<file path="src/rtl/buzzer_seq.sv">
// buzzer_seq: melody sequencer that queues CPU note words and replays them as buzzer register writes
// Ports:
//   clk, rst_n          clock, asynchronous active-low reset
//   rd, raddr, rdata    slave read port, one cycle latency, rdata holds when rd=0
//   wr, waddr, wdata    slave write port (VER/CTRL/STAT/PUSH/TICK/GAP)
//   m_wr, m_waddr,      registered master write port to the buzzer
//   m_wdata
//   irq                 drain interrupt, present only when BUZZER_SEQ_IRQ_EN is defined
// Each note is written out as divider, target, enable; the buzzer is switched off
// after dur*TICK cycles, followed by an optional GAP*TICK cycles of silence.
module buzzer_seq #(
  parameter int ADDRWIDTH = 5,
  parameter int DEPTH = 8
) (
  input  logic                 clk,
  input  logic                 rst_n,
  input  logic                 rd,
  input  logic [ADDRWIDTH-1:0] raddr,
  output logic [31:0]          rdata,
  input  logic                 wr,
  input  logic [ADDRWIDTH-1:0] waddr,
  input  logic [31:0]          wdata,
  output logic                 m_wr,
  output logic [ADDRWIDTH-1:0] m_waddr,
  output logic [31:0]          m_wdata
`ifdef BUZZER_SEQ_IRQ_EN
  ,
  output logic                 irq
`endif
);
  localparam int AW = $clog2(DEPTH);
  localparam int LW = $clog2(DEPTH + 1);
  localparam logic [ADDRWIDTH-1:0] A_VER  = ADDRWIDTH'(8'h00);
  localparam logic [ADDRWIDTH-1:0] A_CTRL = ADDRWIDTH'(8'h04);
  localparam logic [ADDRWIDTH-1:0] A_STAT = ADDRWIDTH'(8'h08);
  localparam logic [ADDRWIDTH-1:0] A_PUSH = ADDRWIDTH'(8'h0C);
  localparam logic [ADDRWIDTH-1:0] A_TICK = ADDRWIDTH'(8'h10);
  localparam logic [ADDRWIDTH-1:0] A_GAP  = ADDRWIDTH'(8'h14);
  localparam logic [ADDRWIDTH-1:0] B_EN   = ADDRWIDTH'(8'h04);
  localparam logic [ADDRWIDTH-1:0] B_DIV  = ADDRWIDTH'(8'h08);
  localparam logic [ADDRWIDTH-1:0] B_TAR  = ADDRWIDTH'(8'h0C);

  typedef enum logic [2:0] {IDLE, WR_DIV, WR_TAR, WR_EN, PLAY, WR_OFF, GAP, STOP} state_t;

  state_t          state;
  logic [31:0]     mem [DEPTH];
  logic [AW-1:0]   wptr, rptr;
  logic [LW-1:0]   level, level_nx;
  logic            run, ovf, irq_en, rest;
  logic [15:0]     tick, gap, dur, tick_e;
  logic [31:0]     cnt, head, rmux;
  logic            push, flush, full, empty, start, acc, halt;

  always_comb begin
    head     = mem[rptr];
    tick_e   = (tick == 16'h0) ? 16'h1 : tick;
    push     = wr && waddr == A_PUSH;
    flush    = wr && waddr == A_CTRL && wdata[1];
    full     = level == LW'(DEPTH);
    empty    = level == '0;
    start    = state == IDLE && run && !empty && !flush;
    acc      = push && (!full || start);
    halt     = state != IDLE && state != STOP && (!run || flush);
    level_nx = flush ? '0 : level + LW'(acc) - LW'(start);
  end

  always_comb
    rmux = raddr == A_VER  ? 32'h1 :
           raddr == A_CTRL ? {29'h0, irq_en, 1'b0, run} :
           raddr == A_STAT ? {16'h0, 8'(level), 4'h0, ovf, full, empty, state != IDLE} :
           raddr == A_TICK ? {16'h0, tick} :
           raddr == A_GAP  ? {16'h0, gap} : 32'h0;

  always_ff @(posedge clk)
    if (acc) mem[wptr] <= wdata;

  always_ff @(posedge clk or negedge rst_n)
    if (!rst_n) begin
      wptr  <= '0;
      rptr  <= '0;
      level <= '0;
      run   <= 1'b0;
      ovf   <= 1'b0;
      tick  <= 16'h1;
      gap   <= 16'h0;
      rdata <= 32'h0;
    end else begin
      wptr  <= flush ? '0 : wptr + AW'(acc);
      rptr  <= flush ? '0 : rptr + AW'(start);
      level <= level_nx;
      if (push && full && !start) ovf <= 1'b1;
      else if (wr && waddr == A_STAT && wdata[3]) ovf <= 1'b0;
      if (wr && waddr == A_CTRL) run <= wdata[0];
      if (wr && waddr == A_TICK) tick <= wdata[15:0];
      if (wr && waddr == A_GAP) gap <= wdata[15:0];
      if (rd) rdata <= rmux;
    end

  // Interval counters load the full cycle count on entry to the write state that
  // opens the interval, so the following write lands exactly that many cycles later.
  always_ff @(posedge clk or negedge rst_n)
    if (!rst_n) begin
      state   <= IDLE;
      m_wr    <= 1'b0;
      m_waddr <= '0;
      m_wdata <= 32'h0;
      rest    <= 1'b0;
      dur     <= 16'h0;
      cnt     <= 32'h0;
    end else begin
      m_wr <= 1'b0;
      if (halt) begin
        state   <= STOP;
        m_wr    <= 1'b1;
        m_waddr <= B_EN;
        m_wdata <= 32'h0;
      end else
        case (state)
          IDLE:
            if (start && head[31:16] != 16'h0) begin
              state   <= WR_DIV;
              rest    <= head[15:0] == 16'h0;
              dur     <= head[31:16];
              m_wr    <= 1'b1;
              m_waddr <= B_DIV;
              m_wdata <= {16'h0, head[15:0]};
            end
          WR_DIV: begin
            state   <= WR_TAR;
            m_wr    <= 1'b1;
            m_waddr <= B_TAR;
            m_wdata <= 32'hFFFF_FFFF;
          end
          WR_TAR: begin
            state   <= WR_EN;
            m_wr    <= 1'b1;
            m_waddr <= B_EN;
            m_wdata <= {31'h0, !rest};
            cnt     <= 32'(dur) * 32'(tick_e);
          end
          WR_EN, PLAY:
            if (cnt <= 32'h1) begin
              state   <= WR_OFF;
              m_wr    <= 1'b1;
              m_waddr <= B_EN;
              m_wdata <= 32'h0;
              cnt     <= 32'(gap) * 32'(tick_e);
            end else begin
              state <= PLAY;
              cnt   <= cnt - 32'h1;
            end
          WR_OFF, GAP:
            if (cnt <= 32'h1) state <= IDLE;
            else begin
              state <= GAP;
              cnt   <= cnt - 32'h1;
            end
          default: state <= IDLE;
        endcase
    end

`ifdef BUZZER_SEQ_IRQ_EN
  logic ret;

  // Skipped zero-duration entries count as a return to IDLE as well.
  always_comb
    ret = state == STOP ||
          (!halt && (state == WR_OFF || state == GAP) && cnt <= 32'h1) ||
          (start && head[31:16] == 16'h0);

  always_ff @(posedge clk or negedge rst_n)
    if (!rst_n) begin
      irq_en <= 1'b0;
      irq    <= 1'b0;
    end else begin
      if (wr && waddr == A_CTRL) irq_en <= wdata[2];
      if (push || (wr && waddr == A_CTRL && !wdata[2])) irq <= 1'b0;
      else if (ret && level_nx == '0 && irq_en) irq <= 1'b1;
    end
`else
  assign irq_en = 1'b0;
`endif
endmodule

</file>
<file path="config.mk">
export PLATFORM = sky130hd
export DESIGN_NAME = buzzer_seq
export DESIGN_NICKNAME = d
export VERILOG_FILES = /design/src/rtl/buzzer_seq.sv
export SDC_FILE = /design/constraint.sdc
export NUM_CORES = 2
export LEC_CHECK = 0
export ABC_CLOCK_PERIOD_IN_PS = 8100
export BUFFER_PORTS_ARGS = -buffer_cell sky130_fd_sc_hd__buf_2
export CORE_UTILIZATION = 53
export CTS_BUF_LIST = sky130_fd_sc_hd__clkbuf_4 sky130_fd_sc_hd__clkbuf_8
export CTS_CLUSTER_SIZE = 25
export DETAILED_ROUTE_END_ITERATION = 16
export GPL_TIMING_DRIVEN = 0
export PLACE_DENSITY = 0.7
export SLEW_MARGIN = 20
export SYNTH_ARGS = -nofsm -noshare
export SYNTH_HDL_FRONTEND = slang
export SYNTH_SLANG_ARGS = --single-unit
</file>
<file path="constraint.sdc">
create_clock -name clk -period 8.1 [get_ports clk]
set_input_delay 0.405 -clock clk [delete_from_list [all_inputs] [get_ports clk]]
set_output_delay 0.405 -clock clk [all_outputs]
set_load 0.005 [all_outputs]
</file>
### Word level (Yosys, flattened, before mapping)

Memories as Yosys holds them, arrays and structs flattened.
Index checks and enable logic that the tools add are counted.

| word-level totals | value |
|---|---|
| register bits after elaboration | 166 |
| bits in writable memories | 256 |
| input bits | 46 |
| output and inout port bits | 70 |
| memories | 1 |

| cells by class | value |
|---|---|
| $add $sub $neg | 5 |
| multipliers | 2 |
| order comparisons | 1 |
| equality and inequality tests | 20 |
| multiplexer cells | 33 |
| bitwise logic cells | 1 |
| reduce and logical (&&, ||, !) cells | 40 |

Memories:

| memory | words | bits a word | rd ports | clocked after Yosys merged registers in | wr ports | line | RTL |
|---|---|---|---|---|---|---|---|
| mem | 8 | 32 | 1 | 0 | 1 | 46 | `logic [31:0] mem [DEPTH];` |

Operators with widths:

| cell | count |
|---|---|
| two-way mux 32 bit | 5 |
| case mux 32 bit (4 select lines) | 1 |
| two-way mux 16 bit | 6 |
| case mux 32 bit (3 select lines) | 1 |
| multiplier 16 x 16 -> 32 bit | 2 |
| <= comparator 32 x 1 -> 1 bit, second input constant | 1 |
| zero test 16 bit | 2 |
| subtractor 32 x 1 -> 32 bit, second input constant | 1 |
| equality test 5 bit, second input constant | 4 |
| case mux 5 bit (4 select lines) | 1 |
| logical AND 1 bit | 16 |
| nonzero test 16 bit | 1 |
| equality test 5 x 4 -> 1 bit, second input constant | 3 |
| two-way mux 3 bit | 5 |
| two-way mux 5 bit | 3 |
| case mux 3 bit (5 select lines) | 1 |
| equality test 5 x 3 -> 1 bit, second input constant | 2 |
| equality test 3 bit, second input constant | 3 |
| AND reduction 3 bit | 3 |
| two-way mux 1 bit | 8 |
| adder 3 x 1 -> 3 bit | 2 |
| equality test 3 x 2 -> 1 bit, second input constant | 2 |
| zero test 1 bit | 6 |
| inequality test 3 bit, second input constant | 2 |
| 17 further kinds | 21 |

### Longest topological paths before layout

| depth | value |
|---|---|
| word-level depth | 10 |
| mapped depth | 25 |

### Worst setup path before layout

No wires, ideal clock.

| timing | value |
|---|---|
| kind | register to register |
| from | register tick[1] |
| to | register cnt[25] |
| library setup time | 0.135 ns |
| arrival | 6.081 ns |
| slack | 1.883 ns |
| stages on the path, launching flop included | 24 |
| buffers on the path | 3 |
| period minus slack after synthesis | 6.217 ns |
| path through | dfrtp_1 -> clkbuf_1 -> clkbuf_1 -> nand2_1 -> fa_1 -> inv_1 -> fa_1 -> fa_1 -> inv_1 -> fa_1 -> inv_1 -> fa_1 -> fa_1 -> ha_1 -> clkbuf_1 -> a21o_1 -> a311oi_1 -> o21ai_0 -> a31oi_1 -> nor2_1 -> a311oi_1 -> xnor2_1 -> a222oi_1 -> o21ai_0 |

| between the ends | value |
|---|---|
| longest elaborated chain between the ends | 5 |
| elaborated cells on any way between the ends | 6 |
| classes of those cells | mul (2); mux (3); reduce/logical (1) |

RTL lines:

| item | line | RTL |
|---|---|---|
| from (decl) | 50 | `logic [15:0] tick, gap, dur, tick_e;` |
| from (signal assigned) | 94 | `if (wr && waddr == A_TICK) tick <= wdata[15:0];` |
| zero test 16 bit | 56 | `tick_e = (tick == 16'h0) ? 16'h1 : tick;` |
| two-way mux 16 bit * | 56 |  |
| multiplier 16 x 16 -> 32 bit | 147 | `cnt <= 32'(gap) * 32'(tick_e);` |
| two-way mux 32 bit | 142 | `if (cnt <= 32'h1) begin` |
| case mux 32 bit (3 select lines) * | 118 | `case (state)` |
| to (signal assigned) | 139 | `cnt <= 32'(dur) * 32'(tick_e);` |
| to (signal assigned) | 147 |  |
| to (signal assigned) | 150 | `cnt <= cnt - 32'h1;` |
| to (decl) | 51 | `logic [31:0] cnt, head, rmux;` |

Mark *: on every way between the ends. The rest lies on a longest branch, timed or not.
A chain may end at the register's enable or synchronous reset.

### Worst setup path in the final report

| timing | value |
|---|---|
| from | register tick[4] |
| to | register cnt[28] |

The elaborated chain is that of the path after synthesis.

==> run summary <==
r2r worst-path depth -> 22
Worst setup SP type -> flop
register area -> 0.0110 mm²
Min-Delay Path Class -> in2reg
clk buf depth -> 3
largest net degree at the start of global routing -> 90
Setup violations, final -> 0
root buffer cell -> clkbuf_8
I/O Pins -> 116
die extent in y -> 255 µm
first-pass GRT wire length -> 151000 µm
row count -> 92
clk_skew -> 0.0524 ns
Num CTS Buffers -> 66
RSZ-0062 raised after global routing -> no
Synth Cell Area -> 0.0338 mm²
multi-input logic area -> 0.0202 mm²
Post-synth top flop -> edfxtp_1
vias in the first global route -> 26100
reg-to-reg slack, setup -> 0.25 ns
hold_ws -> 0.0458 ns
Post-synth EDFFs -> 256
Max-Cap Viols -> 0
RR Startpoint -> tick[4]
Placer Congestion -> 0.989
global-route usage over all layers -> 31.5%
Synth Area per Inst -> 10.7 µm²
DR vias -> 24800
CTS tree -> built
Max Slew Vio Count -> 0
synth warn -> 0
die width -> 255 µm
Syn Inst Count -> 3158
# port buffers -> 95
H-tree depth -> 3
Worst Path Arrival -> 8.34 ns
Setup crit end -> cnt[28]
Sinks on Clock Net -> 388
initial core utilization -> 53.6%
crit-path max FO -> 10
Final Hold Vio Count -> 0
status -> finished clean
CTS clk-pin slew, worst paths -> 0.06 ns
DR iter-0 viols -> 1985
Synth cell types -> 76
DRC viols -> 0
filler cell count in the final layout -> 5381
fraction of layout cells with a size suffix above 1 -> 12.7%
final worst path period share -> 96.9%
Setup crit end kind -> flop
crit path from -> tick[4]
minimum clock period -> 7.85 ns
sequential area share after synthesis -> 32.5%
slew margin rel. -> 16.1%
drt pass-1 iters -> 6
Area Growth Syn to Fin -> 10.3%
Worst-Skew Late Latency -> 0.65 ns
DP HPWL -> 79100 µm
WP data required -> 8.59 ns
setup bufs post-CTS -> 0
FFs w/ async S/R, synth -> 34.0%
largest area contributor in the netlist -> fa_1
worst-margin pin slew -> 1.25 ns
f_max -> 0.127 GHz
top post-synthesis cells by area -> fa_1 23%, edfxtp_1 23%, dfrtp_1 9.7%
Via density -> 5.78
post-route ant nets -> 0
CORE AREA -> 0.0631 mm²
Routed wire per std cell -> 23.2 µm
Synth Register Bits -> 388
nets -> 4040
Post-Route WL -> 99300 µm
area share of the largest cell type after synthesis -> 23.0%
initial antenna violation count -> 8
critical path type -> reg2reg
Die ar. -> 0.0648 mm²
worst flop-to-flop path endpoint -> cnt[28]
Remaining Overflow, GRT -> 0
-- placed cells by master, fill, tap and decap left out, drive strengths merged, types with 6 or more instances in the layout --
cell and instances:
a211oi 7, a21o 45, a21oi 118, a221oi 10, a22oi 9, a31oi 12, and2 211, and3 6
buf 187, clkbuf 244, clkinv 16, conb 19, dfrtp 131, dlygate4sd3 6, edfxtp 256, fa 389
ha 220, inv 505, mux2 50, mux2i 41, mux4 64, nand2 395, nand2b 11, nand3 28
nand4 14, nor2 117, nor3 24, nor3b 8, nor4 15, o211ai 12, o21a 10, o21ai 95
o22ai 12, xnor2 40, xor2 22
-- logic make-up (layout without fill, tap and decap cells) --
family,after synthesis,count (layout),synth area share [%]
flops,388,388,32.5
mux,155,155,7.14
other cells,1,21,0.0111
xor+xnor,62,62,1.61
simple gates,855,855,12.1
compound gates,388,388,7.25
fa+ha+maj,609,609,31.2
buf+inv,700,962,8.22
-- worst min path at each step --
stage / cells past startpoint / to / start
after floorplan: 0 / cnt[0] / rst_n
after global placement: 1 / m_wdata[2] / m_wdata[2]
after detailed placement: 1 / cnt[29] / rst_n
after CTS: 1 / mem[1][16] / wdata[16]
after global routing: 1 / mem[7][25] / wdata[25]
final: 1 / mem[1][16] / wdata[16]
-- critical path: stages (launching register included) --
cell and delay (ns):
dfrtp_1 0.63, clkbuf_1 0.69, nand2_1 0.18, fa_1 0.56, inv_1 0.05, fa_1 0.48, fa_1 0.52, inv_1 0.05
fa_1 0.53, inv_1 0.05, fa_1 0.46, fa_1 0.58, ha_1 0.25, clkbuf_1 0.20, a211oi_1 0.44, o211ai_1 0.14
a41oi_1 0.27, o31ai_1 0.20, a221oi_1 0.50, a21oi_1 0.13, nor2_1 0.13, xor2_1 0.48, o311ai_0 0.19
-- area by class of cell --
class                   count  area share [%]
multi-input cells        2088            54.1
flip-flops and latches    388            29.5
inverters                 500            5.04
clock buffers              96            3.21
well taps                 846            2.84
plain buffers             200            2.43
repair buffers            141            2.29
clock inverters            25           0.614
diodes                      2          0.0134
-- cells in the mapped netlist (22+ instances only) --
library cell,instances
nor2_1,117
fa_1,389
and2_1,211
dfrtp_1,131
inv_1,500
o21ai_0,94
a21o_1,45
mux2_2,50
nand2_1,395
a21oi_1,118
clkbuf_1,148
nand3_1,28
nor3_1,23
mux2i_1,41
edfxtp_1,256
ha_1,220
xor2_1,22
buf_4,37
xnor2_1,40
mux4_2,64
-- metrics by stage --
stage          worst slack, ns  TNS (ns)  instance area (µm²)  std cells  util, %
2_1_floorplan             1.88         0                33900       3176        -
5_1_grt                 0.0184         0                37300       4284     59.1
3_3_place_gp             -1.71   -139.09                35400       4117     56.1
6_report                 0.249         0                37300       4286     59.1
4_1_cts                  0.113         0                37300       4284     59.1
3_5_place_dp            0.0923         0                35800       4157     56.7
-- state kept, by name, summed over array words and instances (netlist names) --
signal / flops
ovf: 1
gap: 16
mem: 256
run: 1
rest: 1
wptr: 3
tick: 16
m_wdata: 17
dur: 16
m_wr: 1
rdata: 16
cnt: 32
level: 4
m_waddr: 2
state: 3
rptr: 3
-- routing by layer --
metal | global-route usage (%) | wire length (µm)
met1 | 38.8 | 37700
met2 | 54.2 | 49500
met3 | 4.75 | 6900
met4 | 15.8 | 5200
met5 | 0 | 12
-- repair_timing --
item                                    in CTS  in global routing
hold buffers                                 6                  0
gates resized for setup                      0                 12
endpoints found under the setup margin       0                  4
hold endpoints to repair                    59                  0
Power is left out: the tool's default activity adds up to more than one toggle a clock period on the data nets, which glitch-free logic cannot reach.
